`config.mk`:
```
export PLATFORM = sky130hd
export DESIGN_NAME = mem_arbiter
export DESIGN_NICKNAME = d
export VERILOG_FILES = /design/src/rtl/mem_arb_pkg.sv /design/src/rtl/mem_arb_grant.sv /design/src/rtl/mem_arbiter.sv
export SDC_FILE = /design/constraint.sdc
export NUM_CORES = 1
export LEC_CHECK = 0
export ABC_CLOCK_PERIOD_IN_PS = 3550
export CAP_MARGIN = 25
export CORE_AREA = 8 8 112 114
export CTS_BUF_LIST = sky130_fd_sc_hd__clkbuf_16
export DETAILED_ROUTE_END_ITERATION = 10
export DIE_AREA = 0 0 120 122
export HOLD_SLACK_MARGIN = 0.08
export PLACE_DENSITY = 0.8
export SYNTH_ARGS = -nofsm -noshare
export SYNTH_HDL_FRONTEND = slang
export SYNTH_SLANG_ARGS = --single-unit
export TNS_END_PERCENT = 20
```
`constraint.sdc`:
```
create_clock -name clk -period 3.55 [get_ports clk]
set_clock_uncertainty 0.05 [all_clocks]
set_input_delay 0.8875 -clock clk [delete_from_list [all_inputs] [get_ports clk]]
set_output_delay 0.8875 -clock clk [all_outputs]
set_load 0.02 [all_outputs]
```
`src/rtl/mem_arb_pkg.sv`:
```
`default_nettype none
// ============================================================================
// Module      : mem_arb_pkg
// Description : Shared types for the instruction/data memory port arbiter.
//               Holds the arbiter FSM state encoding and the transaction
//               owner encoding.
// Revision    : 1.0 - initial release
// ============================================================================
package mem_arb_pkg;

    // The FSM has three states. They are encoded explicitly so that the
    // register width does not depend on the tool.
    typedef enum logic [1:0] {
        ARB_IDLE = 2'd0,
        ARB_REQ  = 2'd1,
        ARB_RSP  = 2'd2
    } arb_state_t;

    // Identifies which requester owns the transaction in flight.
    typedef enum logic {
        OWNER_I = 1'b0,
        OWNER_D = 1'b1
    } owner_t;

endpackage : mem_arb_pkg
`default_nettype wire

```
`src/rtl/mem_arb_grant.sv`:
```
`default_nettype none
// ============================================================================
// Module      : mem_arb_grant
// Description : Combinational grant between the fetch (I) and data (D)
//               requesters. The default build uses fixed priority, with D
//               ahead of I. When MEM_ARB_RR_EN is defined, a tie goes to the
//               requester that was not granted last time.
// Revision    : 1.0 - initial release
// ============================================================================
module mem_arb_grant
    import mem_arb_pkg::*;
(
    input  logic   i_fetch_valid,
    input  logic   i_data_valid,
`ifdef MEM_ARB_RR_EN
    input  owner_t i_last_owner,
`endif
    output logic   o_grant_fetch,
    output logic   o_grant_data
);

`ifdef MEM_ARB_RR_EN
    // A single requester always wins. A tie goes to the one not served last.
    always_comb begin
        o_grant_fetch = i_fetch_valid;
        o_grant_data  = i_data_valid;
        if (i_fetch_valid && i_data_valid) begin
            o_grant_data  = (i_last_owner == OWNER_I);
            o_grant_fetch = (i_last_owner == OWNER_D);
        end
    end
`else
    // Fixed priority: a data request always beats a fetch request.
    always_comb begin
        o_grant_data  = i_data_valid;
        o_grant_fetch = i_fetch_valid & ~i_data_valid;
    end
`endif

endmodule : mem_arb_grant
`default_nettype wire

```
`src/rtl/mem_arbiter.sv`:
```
`default_nettype none
// ============================================================================
// Module      : mem_arbiter
// Description : Shares one memory port between instruction fetch and
//               load/store requesters. At most one transaction is
//               outstanding at a time. Defining MEM_ARB_RR_EN selects a
//               round-robin tie-break instead of fixed D>I priority.
// Revision    : 1.0 - initial release
// ============================================================================
module mem_arbiter
    import mem_arb_pkg::*;
#(
    parameter int ADDR_WIDTH = 32,
    parameter int DATA_WIDTH = 32
) (
    input  logic                    clk,
    input  logic                    rst,
    input  logic                    i_req_valid,
    input  logic [ADDR_WIDTH-1:0]   i_req_addr,
    output logic                    i_req_ready,
    output logic                    i_rsp_valid,
    output logic [DATA_WIDTH-1:0]   i_rsp_rdata,
    input  logic                    d_req_valid,
    input  logic [ADDR_WIDTH-1:0]   d_req_addr,
    input  logic                    d_req_write,
    input  logic [DATA_WIDTH-1:0]   d_req_wdata,
    input  logic [DATA_WIDTH/8-1:0] d_req_strb,
    output logic                    d_req_ready,
    output logic                    d_rsp_valid,
    output logic [DATA_WIDTH-1:0]   d_rsp_rdata,
    output logic                    m_req_valid,
    output logic [ADDR_WIDTH-1:0]   m_req_addr,
    output logic                    m_req_write,
    output logic [DATA_WIDTH-1:0]   m_req_wdata,
    output logic [DATA_WIDTH/8-1:0] m_req_strb,
    input  logic                    m_req_ready,
    input  logic                    m_rsp_valid,
    input  logic [DATA_WIDTH-1:0]   m_rsp_rdata,
    output logic                    busy
);

    localparam int c_STRB_WIDTH = DATA_WIDTH / 8;

    arb_state_t              r_state;
    arb_state_t              w_state_nxt;
    owner_t                  r_owner;
    logic [ADDR_WIDTH-1:0]   r_addr;
    logic                    r_write;
    logic [DATA_WIDTH-1:0]   r_wdata;
    logic [c_STRB_WIDTH-1:0] r_strb;
    logic                    w_grant_i;
    logic                    w_grant_d;

`ifdef MEM_ARB_RR_EN
    owner_t                  r_last_owner;
`endif

    mem_arb_grant u_grant (
        .i_fetch_valid (i_req_valid),
        .i_data_valid  (d_req_valid),
`ifdef MEM_ARB_RR_EN
        .i_last_owner  (r_last_owner),
`endif
        .o_grant_fetch (w_grant_i),
        .o_grant_data  (w_grant_d)
    );

    // State register. An asynchronous reset abandons any transaction in flight.
    always_ff @(posedge clk or posedge rst) begin
        if (rst) begin
            r_state <= ARB_IDLE;
        end else begin
            r_state <= w_state_nxt;
        end
    end

    // Next state and handshake outputs. Requester readies depend only on the
    // state and the requester valids, never on m_req_ready.
    always_comb begin
        w_state_nxt = r_state;
        i_req_ready = 1'b0;
        d_req_ready = 1'b0;
        m_req_valid = 1'b0;
        i_rsp_valid = 1'b0;
        d_rsp_valid = 1'b0;
        case (r_state)
            ARB_IDLE: begin
                d_req_ready = d_req_valid & w_grant_d;
                i_req_ready = i_req_valid & w_grant_i;
                if (d_req_ready || i_req_ready) begin
                    w_state_nxt = ARB_REQ;
                end
            end
            ARB_REQ: begin
                m_req_valid = 1'b1;
                if (m_req_ready) begin
                    w_state_nxt = ARB_RSP;
                end
            end
            ARB_RSP: begin
                if (m_rsp_valid) begin
                    if (r_owner == OWNER_D) begin
                        d_rsp_valid = 1'b1;
                    end else begin
                        i_rsp_valid = 1'b1;
                    end
                    w_state_nxt = ARB_IDLE;
                end
            end
            default: begin
                w_state_nxt = ARB_IDLE;
            end
        endcase
    end

    // Capture the accepted request. A fetch always issues as a plain read.
    always_ff @(posedge clk or posedge rst) begin
        if (rst) begin
            r_owner <= OWNER_D;
            r_addr  <= '0;
            r_write <= 1'b0;
            r_wdata <= '0;
            r_strb  <= '0;
        end else if (d_req_ready) begin
            r_owner <= OWNER_D;
            r_addr  <= d_req_addr;
            r_write <= d_req_write;
            r_wdata <= d_req_wdata;
            r_strb  <= d_req_strb;
        end else if (i_req_ready) begin
            r_owner <= OWNER_I;
            r_addr  <= i_req_addr;
            r_write <= 1'b0;
            r_wdata <= '0;
            r_strb  <= '0;
        end
    end

`ifdef MEM_ARB_RR_EN
    // Remember who was served last, so that the next tie goes the other way.
    always_ff @(posedge clk or posedge rst) begin
        if (rst) begin
            r_last_owner <= OWNER_I;
        end else if (d_req_ready) begin
            r_last_owner <= OWNER_D;
        end else if (i_req_ready) begin
            r_last_owner <= OWNER_I;
        end
    end
`endif

    assign m_req_addr  = r_addr;
    assign m_req_write = r_write;
    assign m_req_wdata = r_wdata;
    assign m_req_strb  = r_strb;
    assign i_rsp_rdata = m_rsp_rdata;
    assign d_rsp_rdata = m_rsp_rdata;
    assign busy        = (r_state != ARB_IDLE);

endmodule : mem_arbiter
`default_nettype wire

```
==> reports/qor.yml, run 1 <==
status:
  outcome: "finished, final reports clean"
layout:
  postLayoutCoreUtil_pct: 48.9
  final_nets: 566
  final_cell_mix: "clkdlybuf4s50_1, dfrtp_1, o22ai_1"
  regArea_um2: 1800
  diodes: 0
  design_area_um2: 5230
  layout.cells.non_filler: 572
  fillCellCount: 966
  drive_above_1_share_pct: 6.48
  area_delta_synth_final_pct: 49.9
  multi_input_comb_area_um2: 1030
  final_common_cell: "clkdlybuf4s50_1"
logic_synthesis:
  synth-compound-area-share_pct: 25.9
  synthXorXnorAreaFrac_pct: 0
  synth_cells: 314
  synth.cell_area_um2: 3490
  ys_seq_area_share_pct: 51.7
  ys_warn_count: 0
  synth_area_per_cell_um2: 11.1
  yosysUniqueCellTypes: 29
  syn_nets: 453
  ys_seq_elements: 72
  synthMuxAreaShare_pct: 0
  synth_top_family_by_area: "compound AO/OA/AOI/OAI gates"
  synthAdderAreaFrac_pct: 0
  synth-simple-area-share_pct: 3.33
power:
  finalPower_mw: 4.77
  ir_drop_mv: 0.368
  powerDensity_nw_per_um2: 911
  comb_power_share_pct: 49.7
  seq_power_share_pct: 30.9
  p_clk_share_pct: 19.4
  power.internal_mw: 2.97
  p_sw_mw: 1.80
  p_leak_nw: 2.16
  switching_share_pct: 37.7
clock_tree:
  cts_buffers: 9
  hold_buffers: 0
  cts.sinks: 72
  cts_resized: 0
  post_cts_buffers: 0
  cts_max_level: 3
  clockRootBuffer: "clkbuf_16"
  cts_tree: "built"
  clock_latency_ns: 0.32
  clock_path_buffers: 2
  clk_pin_slew_ns: 0.05
die:
  rows: 38
  chipHeight_um: 122
  dieWidth_um: 120
  initial_core_util_pct: 32.6
  dieArea_um2: 14600
  core_um2: 10700
  ioPinCount: 278
sta:
  maxSlewViolCount: 0
  min_period_over_period_pct: 96.3
  finalWorstPathRequiredPeriod_ns: 3.42
  slew_headroom_pct: 51.4
  timing.hold.ws_ns: 0.428
  setup_tns_ns: 0
  postLayoutSetupSlackWorst_ns: 0.131
  rsz0062_at_grt: "false"
  setup_violations: 0
  fmax_mhz: 293
  hold_viol_final: 0
  worst_pin_slew_ns: 0.727
routing:
  ant_nets: 0
  detail_route.wirelength_um: 11800
  drc: 0
  drt_first_pass_iters: 4
  detail_route.iter0.violations: 109
  via_count: 2938
  post_drt_wl_per_cell_um: 20.6
  viasPerCell: 5.14
placed_design:
  placed_cell_area_um2: 4920
  port_buffers: 181
  place_hpwl_um: 8870
  pre_cts_ws_ns: 0.0655
  gp_congestion: 0.773
  dpl.cell_count: 556
critical_path:
  cp_num_buf_inv: 3
  worstPathMaxFanout: 2
  crit_path_end_kind: "primary output"
  crit_top_cell: "clkdlybuf4s50_1"
  cp_cell_sequence: "clkdlybuf4s50_1, or3b_1, clkinv_4, clkdlybuf4s50_1"
  critPathRequiredTime_ns: 2.61
  crit_type: "input pin to primary output"
  crit_arrival_ns: 2.48
  slowest_delay_ns: 0.61
  crit_family: "buffers and inverters"
  start_kind: "input pin"
  slowest_stage: "clkdlybuf4s50_1"
grt:
  grt_max_degree: 46
  grt_util_all_layers_pct: 15.8
  grt_pass1_vias: 3248
  grt_pass1_wl_um: 18300
  antenna_found_initial: 0
  overflow: 0
job:
  maxCapViolCount: 0
hold_path:
  hold_class: "flip-flop to flip-flop"
[cells by family (layout without fill, tap and decap cells)]
| logic type | Yosys count | after routing |
|---|---|---|
| and+or+nand+nor | 19 | 19 |
| buffers and inverters | 94 | 212 |
| AOI/OAI and AO/OA | 129 | 129 |
| DFF | 72 | 72 |
[flip-flops by register name, summed over array words and instances, names as in the netlist]
| name | count |
|---|---|
| m_req_wdata | 32 |
| m_req_addr | 32 |
| r_owner | 1 |
| m_req_write | 1 |
| m_req_strb | 4 |
| r_state | 2 |
[path summary, 6_finish.rpt]
kind,from,endpoint,slack [ns],cells after the start
setup / recovery,d_req_valid,d_req_ready,0.13,4
hold / removal,r_owner,r_owner,0.43,2
setup reg to reg,r_state[1],m_req_wdata[26],1.83,5
hold reg to reg,r_owner,r_owner,0.43,2
max in group asynchronous,rst,r_owner,1.74,3
min in group asynchronous,rst,m_req_write,0.97,2
[area by class of cell]
cell class | count | share of cell area (%)
Clock buffer | 9 | 4.30
Clock inverter | 7 | 1.53
Timing Repair Buffer | 190 | 36.2
Multi-Input combinational cell | 148 | 19.6
Tap cell | 140 | 3.35
Sequential cell | 72 | 34.5
Inverter | 6 | 0.526
[cells in the mapped netlist]
master,number,area (um^2)
dfrtp_1,71,1780
buf_4,68,510
o22ai_1,46,288
a22o_1,38,333
a21oi_1,24,120
clkbuf_1,10,37.5
a31oi_1,8,50.1
and2_1,7,43.8
o2bb2ai_1,7,61.3
inv_1,4,15.0
buf_2,3,15.0
buf_6,3,33.8
nand2_1,3,11.3
buf_1,2,7.51
nor2_1,2,7.51
nor2b_1,2,12.5
o21ai_0,2,10.0
o22ai_2,2,25.0
or3b_1,2,17.5
a22oi_1,1,7.51
and3_1,1,6.26
buf_12,1,20.0
buf_8,1,15.0
clkinv_1,1,3.75
clkinv_4,1,8.76
dfstp_2,1,26.3
nand2b_1,1,6.26
nor2_4,1,11.3
o21ai_2,1,8.76
[routing by layer]
metal	GRT usage (%)	part of all wire, %
met1	16.4	37
met2	26.9	50
met3	8.84	12
met4	4.68	1.2
met5	0	0
[power by group through the flow]
| stage | combinational (mW) | sequential [mW] | clock (mW) |
|---|---|---|---|
| 6_report | 2.37 | 1.47 | 0.926 |
| 5_1_grt | 2.54 | 1.52 | 0.994 |
| 4_1_cts | 2.41 | 1.48 | 0.956 |
| 3_5_place_dp | 2.41 | 1.47 | 0 |
| 3_3_place_gp | 2.36 | 1.46 | 0 |
| 2_1_floorplan | 0.982 | 1.88 | 0 |
[worst register-to-register path, cell delays in order (launching register included)]
cell     delay [ns]
dfrtp_1        0.44
nor2_4         0.13
buf_4          0.32
o21ai_4        0.09
buf_4          0.28
a22o_1         0.30
No activity file was read; power rests on OpenSTA's default activity.
==> inputs of run 2 (changes only) <==
Settings changed: CAP_MARGIN 25 to default.
==> results of run 2 <==
Final layout, timing and power as in run 1 (identical DEF).
